==> src/rtl/uart_rx_os_if.sv <==
// Bus-side view of the oversampling UART receiver: FIFO read port,
// occupancy/status flags and the sticky overrun control.
interface uart_rx_os_if #(
    parameter int FIFO_DEPTH = 8
);
    localparam int CW = $clog2(FIFO_DEPTH) + 1;

    logic          rd_en;
    logic          clr_overrun;
    logic [7:0]    rd_data;
    logic [2:0]    rd_err;
    logic          rx_empty;
    logic          rx_full;
    logic [CW-1:0] rx_count;
    logic          overrun;

    // Bus host: pops characters and clears the overrun flag
    modport master (
        output rd_en,
        output clr_overrun,
        input  rd_data,
        input  rd_err,
        input  rx_empty,
        input  rx_full,
        input  rx_count,
        input  overrun
    );

    // Receiver: owns the FIFO and reports its state
    modport slave (
        input  rd_en,
        input  clr_overrun,
        output rd_data,
        output rd_err,
        output rx_empty,
        output rx_full,
        output rx_count,
        output overrun
    );
endinterface

==> src/rtl/uart_rx_os.sv <==
// Oversampling UART receiver with runtime-programmable baud tick,
// 5-8 data bits, optional odd/even parity, 1 or 2 stop bits, 3-sample
// majority voting and a first-word-fall-through receive FIFO that
// stores each character together with its {break, parity, frame} status.
module uart_rx_os #(
    parameter int OVERSAMPLE = 16,
    parameter int DIV_W      = 16,
    parameter int FIFO_DEPTH = 8
) (
    input  logic             clock,
    input  logic             reset_n,
    input  logic             data_tx,
    input  logic [DIV_W-1:0] baud_div,
    input  logic [1:0]       data_len,
    input  logic [1:0]       parity_type,
    input  logic             stop2,
    output logic             active_flag,
    uart_rx_os_if.slave      bus
);

    localparam int SW = $clog2(OVERSAMPLE);
    localparam int AW = $clog2(FIFO_DEPTH);
    localparam int CW = $clog2(FIFO_DEPTH) + 1;

    localparam logic [SW-1:0] S_V0  = SW'(OVERSAMPLE / 2 - 1);
    localparam logic [SW-1:0] S_V1  = SW'(OVERSAMPLE / 2);
    localparam logic [SW-1:0] S_DEC = SW'(OVERSAMPLE / 2 + 1);
    localparam logic [SW-1:0] S_END = SW'(OVERSAMPLE - 1);

    typedef enum logic [2:0] {
        IDLE,
        START,
        DATA,
        PARITY,
        STOP1,
        STOP2
    } state_t;

    state_t state;
    state_t state_next;

    logic             sync1;
    logic             rx_s;
    logic             rx_q;
    logic             start_det;

    logic [DIV_W-1:0] div_eff;
    logic [DIV_W-1:0] tick_cnt;
    logic             tick;

    logic [SW-1:0]    sample_cnt;
    logic             dec;
    logic             bit_end;
    logic             vote0;
    logic             vote1;
    logic             bit_val;
    logic             bit_reg;

    logic [1:0]       len_l;
    logic [1:0]       par_l;
    logic             stop2_l;
    logic             par_en;
    logic [2:0]       last_idx;

    logic [7:0]       data_reg;
    logic [2:0]       bit_idx;
    logic             par_bit;
    logic             stop1_bad;

    logic             fifo_wr;
    logic [2:0]       wr_err;
    logic             exp_par;
    logic             frm;
    logic             brk;

    logic [7:0]       mem_data [FIFO_DEPTH];
    logic [2:0]       mem_err  [FIFO_DEPTH];
    logic [AW-1:0]    wr_ptr;
    logic [AW-1:0]    rd_ptr;
    logic [CW-1:0]    count;
    logic             full;
    logic             empty;
    logic             do_wr;
    logic             do_rd;
    logic             ovr_set;
    logic             overrun_q;

    // Two-flop synchroniser plus edge register; idle-high so reset never fakes an edge
    always_ff @(posedge clock or negedge reset_n) begin
        if (!reset_n) begin
            sync1 <= 1'b1;
            rx_s  <= 1'b1;
            rx_q  <= 1'b1;
        end else begin
            sync1 <= data_tx;
            rx_s  <= sync1;
            rx_q  <= rx_s;
        end
    end

    assign start_det = (state == IDLE) && rx_q && !rx_s;

    assign div_eff = (baud_div == '0) ? DIV_W'(1) : baud_div;
    assign tick    = (tick_cnt >= div_eff - DIV_W'(1));

    // Baud tick divider, re-phased to the start edge of every frame
    always_ff @(posedge clock or negedge reset_n) begin
        if (!reset_n) begin
            tick_cnt <= '0;
        end else if (start_det || tick) begin
            tick_cnt <= '0;
        end else begin
            tick_cnt <= tick_cnt + DIV_W'(1);
        end
    end

    assign dec     = tick && (sample_cnt == S_DEC);
    assign bit_end = tick && (sample_cnt == S_END);

    // Position within the current bit, counted in sample ticks
    always_ff @(posedge clock or negedge reset_n) begin
        if (!reset_n) begin
            sample_cnt <= '0;
        end else if (start_det) begin
            sample_cnt <= '0;
        end else if (tick && (state != IDLE)) begin
            sample_cnt <= (sample_cnt == S_END) ? '0 : sample_cnt + SW'(1);
        end
    end

    // Capture the two early votes; the third is the live sample at the decision tick
    always_ff @(posedge clock or negedge reset_n) begin
        if (!reset_n) begin
            vote0 <= 1'b1;
            vote1 <= 1'b1;
        end else if (tick) begin
            if (sample_cnt == S_V0) vote0 <= rx_s;
            if (sample_cnt == S_V1) vote1 <= rx_s;
        end
    end

    assign bit_val = (vote0 & vote1) | (vote0 & rx_s) | (vote1 & rx_s);

    // Frame format is frozen at the start edge so mid-frame changes wait for the next frame
    always_ff @(posedge clock or negedge reset_n) begin
        if (!reset_n) begin
            len_l   <= 2'b11;
            par_l   <= 2'b00;
            stop2_l <= 1'b0;
        end else if (start_det) begin
            len_l   <= data_len;
            par_l   <= parity_type;
            stop2_l <= stop2;
        end
    end

    assign par_en   = (par_l == 2'b01) || (par_l == 2'b10);
    assign last_idx = {1'b1, len_l};

    // FSM state register
    always_ff @(posedge clock or negedge reset_n) begin
        if (!reset_n) begin
            state <= IDLE;
        end else begin
            state <= state_next;
        end
    end

    // FSM next-state: bits advance at the end of their period, the last stop bit at its decision
    always_comb begin
        state_next = state;
        case (state)
            IDLE: begin
                if (start_det) state_next = START;
            end
            START: begin
                if (bit_end) state_next = bit_reg ? IDLE : DATA;
            end
            DATA: begin
                if (bit_end && (bit_idx == last_idx)) state_next = par_en ? PARITY : STOP1;
            end
            PARITY: begin
                if (bit_end) state_next = STOP1;
            end
            STOP1: begin
                if (dec && !stop2_l)         state_next = IDLE;
                else if (bit_end && stop2_l) state_next = STOP2;
            end
            STOP2: begin
                if (dec) state_next = IDLE;
            end
            default: state_next = IDLE;
        endcase
    end

    // Receive datapath: decided bit, data bits placed by index, parity and first stop
    always_ff @(posedge clock or negedge reset_n) begin
        if (!reset_n) begin
            bit_reg   <= 1'b1;
            data_reg  <= '0;
            bit_idx   <= '0;
            par_bit   <= 1'b0;
            stop1_bad <= 1'b0;
        end else if (start_det) begin
            data_reg  <= '0;
            bit_idx   <= '0;
            par_bit   <= 1'b0;
            stop1_bad <= 1'b0;
        end else begin
            if (dec) begin
                bit_reg <= bit_val;
                case (state)
                    DATA:    data_reg[bit_idx] <= bit_val;
                    PARITY:  par_bit           <= bit_val;
                    STOP1:   stop1_bad         <= !bit_val;
                    default: ;
                endcase
            end
            if (bit_end && (state == DATA)) begin
                bit_idx <= bit_idx + 3'd1;
            end
        end
    end

    // FSM outputs: FIFO write strobe and the status word of the completed character
    always_comb begin
        fifo_wr = 1'b0;
        exp_par = (par_l == 2'b01) ? ~^data_reg : ^data_reg;
        frm     = 1'b0;
        brk     = 1'b0;
        wr_err  = 3'b000;
        case (state)
            STOP1: begin
                fifo_wr = dec && !stop2_l;
                frm     = !bit_val;
                brk     = (data_reg == 8'h00) && (!par_en || !par_bit) && !bit_val;
            end
            STOP2: begin
                fifo_wr = dec;
                frm     = stop1_bad || !bit_val;
                brk     = (data_reg == 8'h00) && (!par_en || !par_bit) && stop1_bad;
            end
            default: ;
        endcase
        // A break is a line condition rather than a character, so its parity is not reported
        wr_err = {brk, par_en && (par_bit != exp_par) && !brk, frm};
    end

    assign active_flag = (state != IDLE);

    assign full    = (count == CW'(FIFO_DEPTH));
    assign empty   = (count == '0);
    assign do_rd   = bus.rd_en && !empty;
    assign do_wr   = fifo_wr && (!full || bus.rd_en);
    assign ovr_set = fifo_wr && full && !bus.rd_en;

    // FIFO storage; a write while full is only accepted when the head is popped at the same edge
    always_ff @(posedge clock) begin
        if (do_wr) begin
            mem_data[wr_ptr] <= data_reg;
            mem_err[wr_ptr]  <= wr_err;
        end
    end

    // FIFO pointers and occupancy, wrapping naturally at the power-of-two depth
    always_ff @(posedge clock or negedge reset_n) begin
        if (!reset_n) begin
            wr_ptr <= '0;
            rd_ptr <= '0;
            count  <= '0;
        end else begin
            if (do_wr) wr_ptr <= wr_ptr + AW'(1);
            if (do_rd) rd_ptr <= rd_ptr + AW'(1);
            case ({do_wr, do_rd})
                2'b10:   count <= count + CW'(1);
                2'b01:   count <= count - CW'(1);
                default: count <= count;
            endcase
        end
    end

    // Sticky overrun; a new drop in the same cycle as a clear keeps it set
    always_ff @(posedge clock or negedge reset_n) begin
        if (!reset_n) begin
            overrun_q <= 1'b0;
        end else if (ovr_set) begin
            overrun_q <= 1'b1;
        end else if (bus.clr_overrun) begin
            overrun_q <= 1'b0;
        end
    end

    assign bus.rd_data  = empty ? 8'h00 : mem_data[rd_ptr];
    assign bus.rd_err   = empty ? 3'b000 : mem_err[rd_ptr];
    assign bus.rx_empty = empty;
    assign bus.rx_full  = full;
    assign bus.rx_count = count;
    assign bus.overrun  = overrun_q;

endmodule

==> src/flat_wrapper.sv <==
// flat-port wrapper written by rule: the top's interface ports become plain ports
module uart_rx_os_flat 
#(
    parameter int OVERSAMPLE = 16,
    parameter int DIV_W      = 16,
    parameter int FIFO_DEPTH = 8
)
  (clock, reset_n, data_tx, baud_div, data_len, parity_type, stop2, active_flag, bus_rd_en, bus_clr_overrun, bus_rd_data, bus_rd_err, bus_rx_empty, bus_rx_full, bus_rx_count, bus_overrun);
  uart_rx_os_if #(.FIFO_DEPTH(FIFO_DEPTH)) bus_i ();
  input  logic clock;
  input  logic reset_n;
  input  logic data_tx;
  input  logic [DIV_W-1:0] baud_div;
  input  logic [1:0] data_len;
  input  logic [1:0] parity_type;
  input  logic stop2;
  output logic active_flag;
  input wire logic [$bits(bus_i.rd_en)-1:0] bus_rd_en;
  input wire logic [$bits(bus_i.clr_overrun)-1:0] bus_clr_overrun;
  output wire logic [$bits(bus_i.rd_data)-1:0] bus_rd_data;
  output wire logic [$bits(bus_i.rd_err)-1:0] bus_rd_err;
  output wire logic [$bits(bus_i.rx_empty)-1:0] bus_rx_empty;
  output wire logic [$bits(bus_i.rx_full)-1:0] bus_rx_full;
  output wire logic [$bits(bus_i.rx_count)-1:0] bus_rx_count;
  output wire logic [$bits(bus_i.overrun)-1:0] bus_overrun;
  assign bus_i.rd_en = bus_rd_en;
  assign bus_i.clr_overrun = bus_clr_overrun;
  assign bus_rd_data = bus_i.rd_data;
  assign bus_rd_err = bus_i.rd_err;
  assign bus_rx_empty = bus_i.rx_empty;
  assign bus_rx_full = bus_i.rx_full;
  assign bus_rx_count = bus_i.rx_count;
  assign bus_overrun = bus_i.overrun;
  uart_rx_os #(.OVERSAMPLE(OVERSAMPLE), .DIV_W(DIV_W), .FIFO_DEPTH(FIFO_DEPTH)) u_core (.clock(clock), .reset_n(reset_n), .data_tx(data_tx), .baud_div(baud_div), .data_len(data_len), .parity_type(parity_type), .stop2(stop2), .active_flag(active_flag), .bus(bus_i));
endmodule
==> config.mk <==
export PLATFORM = sky130hd
export DESIGN_NAME = uart_rx_os_flat
export DESIGN_NICKNAME = d
export VERILOG_FILES = /design/src/rtl/uart_rx_os_if.sv /design/src/rtl/uart_rx_os.sv /design/src/flat_wrapper.sv
export SDC_FILE = /design/constraint.sdc
export NUM_CORES = 1
export LEC_CHECK = 0
export ABC_AREA = 1
export CORE_MARGIN = 2
export CORE_UTILIZATION = 38
export CTS_CLUSTER_DIAMETER = 120
export CTS_CLUSTER_SIZE = 14
export DETAILED_ROUTE_END_ITERATION = 10
export PLACE_DENSITY = 0.64
export REMOVE_ABC_BUFFERS = 1
export SKIP_LAST_GASP = 1
export SLEW_MARGIN = 20
export SYNTH_ARGS = -nofsm -noshare
export SYNTH_HDL_FRONTEND = slang
export SYNTH_SLANG_ARGS = --single-unit
==> constraint.sdc <==
create_clock -name clock -period 3.48 [get_ports clock]
set_clock_uncertainty 0.1 [all_clocks]
set_input_delay 0.696 -clock clock [delete_from_list [all_inputs] [get_ports clock]]
set_output_delay 0.696 -clock clock [all_outputs]
set_load 0.05 [all_outputs]
==> summary.md <==
| Metric | Value |
|---|---|
| Status | `complete, but fails checks` |
| Failing checks | `setup timing` |
| CP Max Fanout | `3` |
| Core Box Area | `19300 um2` |
| Worst EP required | `about 3.7 ns` |
| Slowest CP cell | `or2_4` |
| Buf/Inv on CP | `7` |
| Share of cells above drive strength 1 | `25.3%` |
| YS warnings | `0` |
| H-tree depth | `4` |
| Commonest cells after routing, fill and taps aside | `nor2_1 (117), nand2_1 (96), edfxtp_1 (88)` |
| Pleak | `approximately 4.0 nW` |
| Worst-path clk slew | `approximately 0.07 ns` |
| CTS tree | `yes` |
| Final period utilization | `108%` |
| Starting Density | `38.4%` |
| Distinct cells, synth | `41` |
| Dpl cells | `roughly 1100` |
| CP Class | `input port to flip-flop` |
| Crit path top cell by count | `buf_4` |
| Startpoint Class | `input port` |
| Cts bufs inserted | `17` |
| Placer Congestion | `approximately 0.85` |
| Hold Buf Count CTS | `0` |
| Clock buffer depth | `2` |
| TNS Setup | `-8.97 ns` |
| Seq cells post-synth | `146` |
| Mapped cell area | `about 7400 um2` |
| Fillcell total | `between 1500 and 2000` |
| Maximum VDD drop | `0.440 mV` |
| Vias per Instance | `4.90` |
| Die area | `between 20000 and 25000 um2` |
| Max Slew Vio Count | `0` |
| Die H | `roughly 140 um` |
| Post-DRT Antenna Nets | `0` |
| FMAX | `about 270 MHz` |
| Worst skew pair latency | `roughly 0.42 ns` |
| Drt pass-1 iters | `4` |
| Biggest regs | `u_core.mem_data (64), u_core.mem_err (24), u_core.tick_cnt (16)` |
| Root Driver | `clkbuf_16` |
| Max-Cap Viols | `0` |
| Final #Nets | `about 950` |
| Gr ovfl total | `0` |
| HPWL after detailed placement | `10800 um` |
| Crit-path max cell delay | `roughly 0.26 ns` |
| Fin cells | `between 1000 and 1500` |
| Commonest non-fill, non-tap cell in the layout | `nor2_1` |
| Register area share after synthesis | `55.4%` |
| Tmin final | `between 3 and 4 ns` |
| Crit end category | `flip-flop` |
| Power per Cell Area | `~700 nW/um2` |
| Hold Path Class | `input port to async pin` |
| Normalized max-slew margin | `a little under two fifths` |
| Wirelength per Cell | `14.7 um` |
| Crit path DAT | `3.97 ns` |
| Largest register by flop count | `u_core.mem_data` |
| Vias in the first global route | `5599` |
| Max FFs per register | `64` |
| Chip width | `between 100 and 150 um` |
| Site Rows | `approximately 50` |
| Total number of vias | `about 5700` |
| Cell family with most CP delay | `simple AND/OR/NAND/NOR gates` |
| Final WL | `about 17000 um` |
| Worst Max-Slew Pin Slew | `0.919 ns` |
| Post-Synthesis Cells | `771` |
| Final setup violation count | `92` |
| DRT iter0 DRCs | `roughly 290` |
| Final WS setup | `-0.286 ns` |
| Synthesis-to-layout area growth | `30.7%` |
| # diodes | `0` |
| Largest net degree at the start of global routing | `47` |
| RSZ-0062 raised after global routing | `true` |
| CTS Sinks | `about 150` |
| Drt drc | `0` |
| Hold Vio Cnt, Final | `0` |
| Io pins | `45` |
| Global-route wire length before repair | `around 28000 um` |
| Syn avg cell area | `just under 10 um2` |
| GRT Util Overall | `between 10% and 20%` |
| Port bufs | `44` |
| Initial antenna violation count | `0` |
## cell families after synthesis
logic type      Yosys count  synth area share, %
simple gates            322                 19.7
flops                   146                 55.4
compound gates          137                 10.2
buf+inv                 101                 5.39
fa+ha+maj                33                 5.54
xor+xnor                 32                 3.79
## final timing paths
kind / cells after the start / startpoint / slack (ns) / endpoint
max: 26 / baud_div[5] / -0.29 / u_core.bus.rx_count[2]
min: 1 / reset_n / 0.20 / u_core.data_reg[1]
max reg2reg: 7 / u_core.data_reg[4] / 0.76 / u_core.mem_err[6][1]
min reg2reg: 0 / u_core.sync1 / 0.26 / u_core.rx_s
max in group asynchronous: 2 / reset_n / 2.34 / u_core.sync1
min in group clock: 0 / u_core.sync1 / 0.26 / u_core.rx_s
## through the flow
step / utilization, % / worst slack, ns / hold WS [ns] / power, mW / instance area, um2
global route: 50.2 / -0.439 / 0.250 / 7.21 / 9680
CTS: 49.4 / -0.182 / 0.226 / 6.74 / 9520
global placement: 43.8 / -1.03 / 0.245 / 4.91 / 8450
floorplan: - / -0.659 / 0.245 / 4.09 / 7310
detailed placement: 43.8 / -1.17 / 0.248 / 4.94 / 8450
finish: 50.2 / -0.286 / 0.198 / 6.79 / 9680
## layout make-up
cell class	count	area [um2]	share of cell area, %
Sequential cell	146	4100	42.4
Multi-Input combinational cell	524	3260	33.6
Timing Repair Buffer	126	1100	11.4
Clock buffer	17	425	4.40
Tap cell	265	332	3.43
Inverter	78	313	3.23
Clock inverter	15	144	1.49
## what timing repair did
item                                    4_1_cts  5_1_grt
setup buffers                                22        7
resized for setup                           125       40
endpoints found under the setup margin      129      123
pin swaps                                    40       38
gates cloned                                  4        0
## power by group
part | switching (mW) | internal [mW] | total, mW
logic | 1.87 | 0.922 | 2.80
registers | 0.183 | 2.07 | 2.25
clock network | 0.803 | 0.948 | 1.75
## synth_stat cells (all sizes together)
library cell / n / area (um2)
maj3: 1 / 10.0
nand2: 116 / 465
a21oi: 22 / 129
ha: 32 / 400
xnor2: 9 / 78.8
buf: 7 / 38.8
nor2: 143 / 572
nor4: 6 / 73.8
edfxtp: 88 / 2640
a31oi: 11 / 68.8
dfrtp: 50 / 1250
o21a: 1 / 7.51
or2: 3 / 18.8
o211ai: 1 / 7.51
nand3b: 2 / 15.0
nand4: 17 / 106
o22ai: 14 / 87.6
clkbuf: 16 / 60.1
o31ai: 1 / 7.51
dfstp: 8 / 210
nand3: 22 / 140
nor3: 13 / 65.1
o21ai: 85 / 429
xor2: 23 / 201
o32ai: 2 / 17.5
inv: 78 / 300
## routing by layer
metal  global-route usage [%]  part of all wire (%)
met1                     21.4                    44
met5                        0                     0
met3                     3.23                   3.0
met2                     30.0                    50
met4                     7.59                   2.3
No activity file was read; power rests on OpenSTA's default activity.
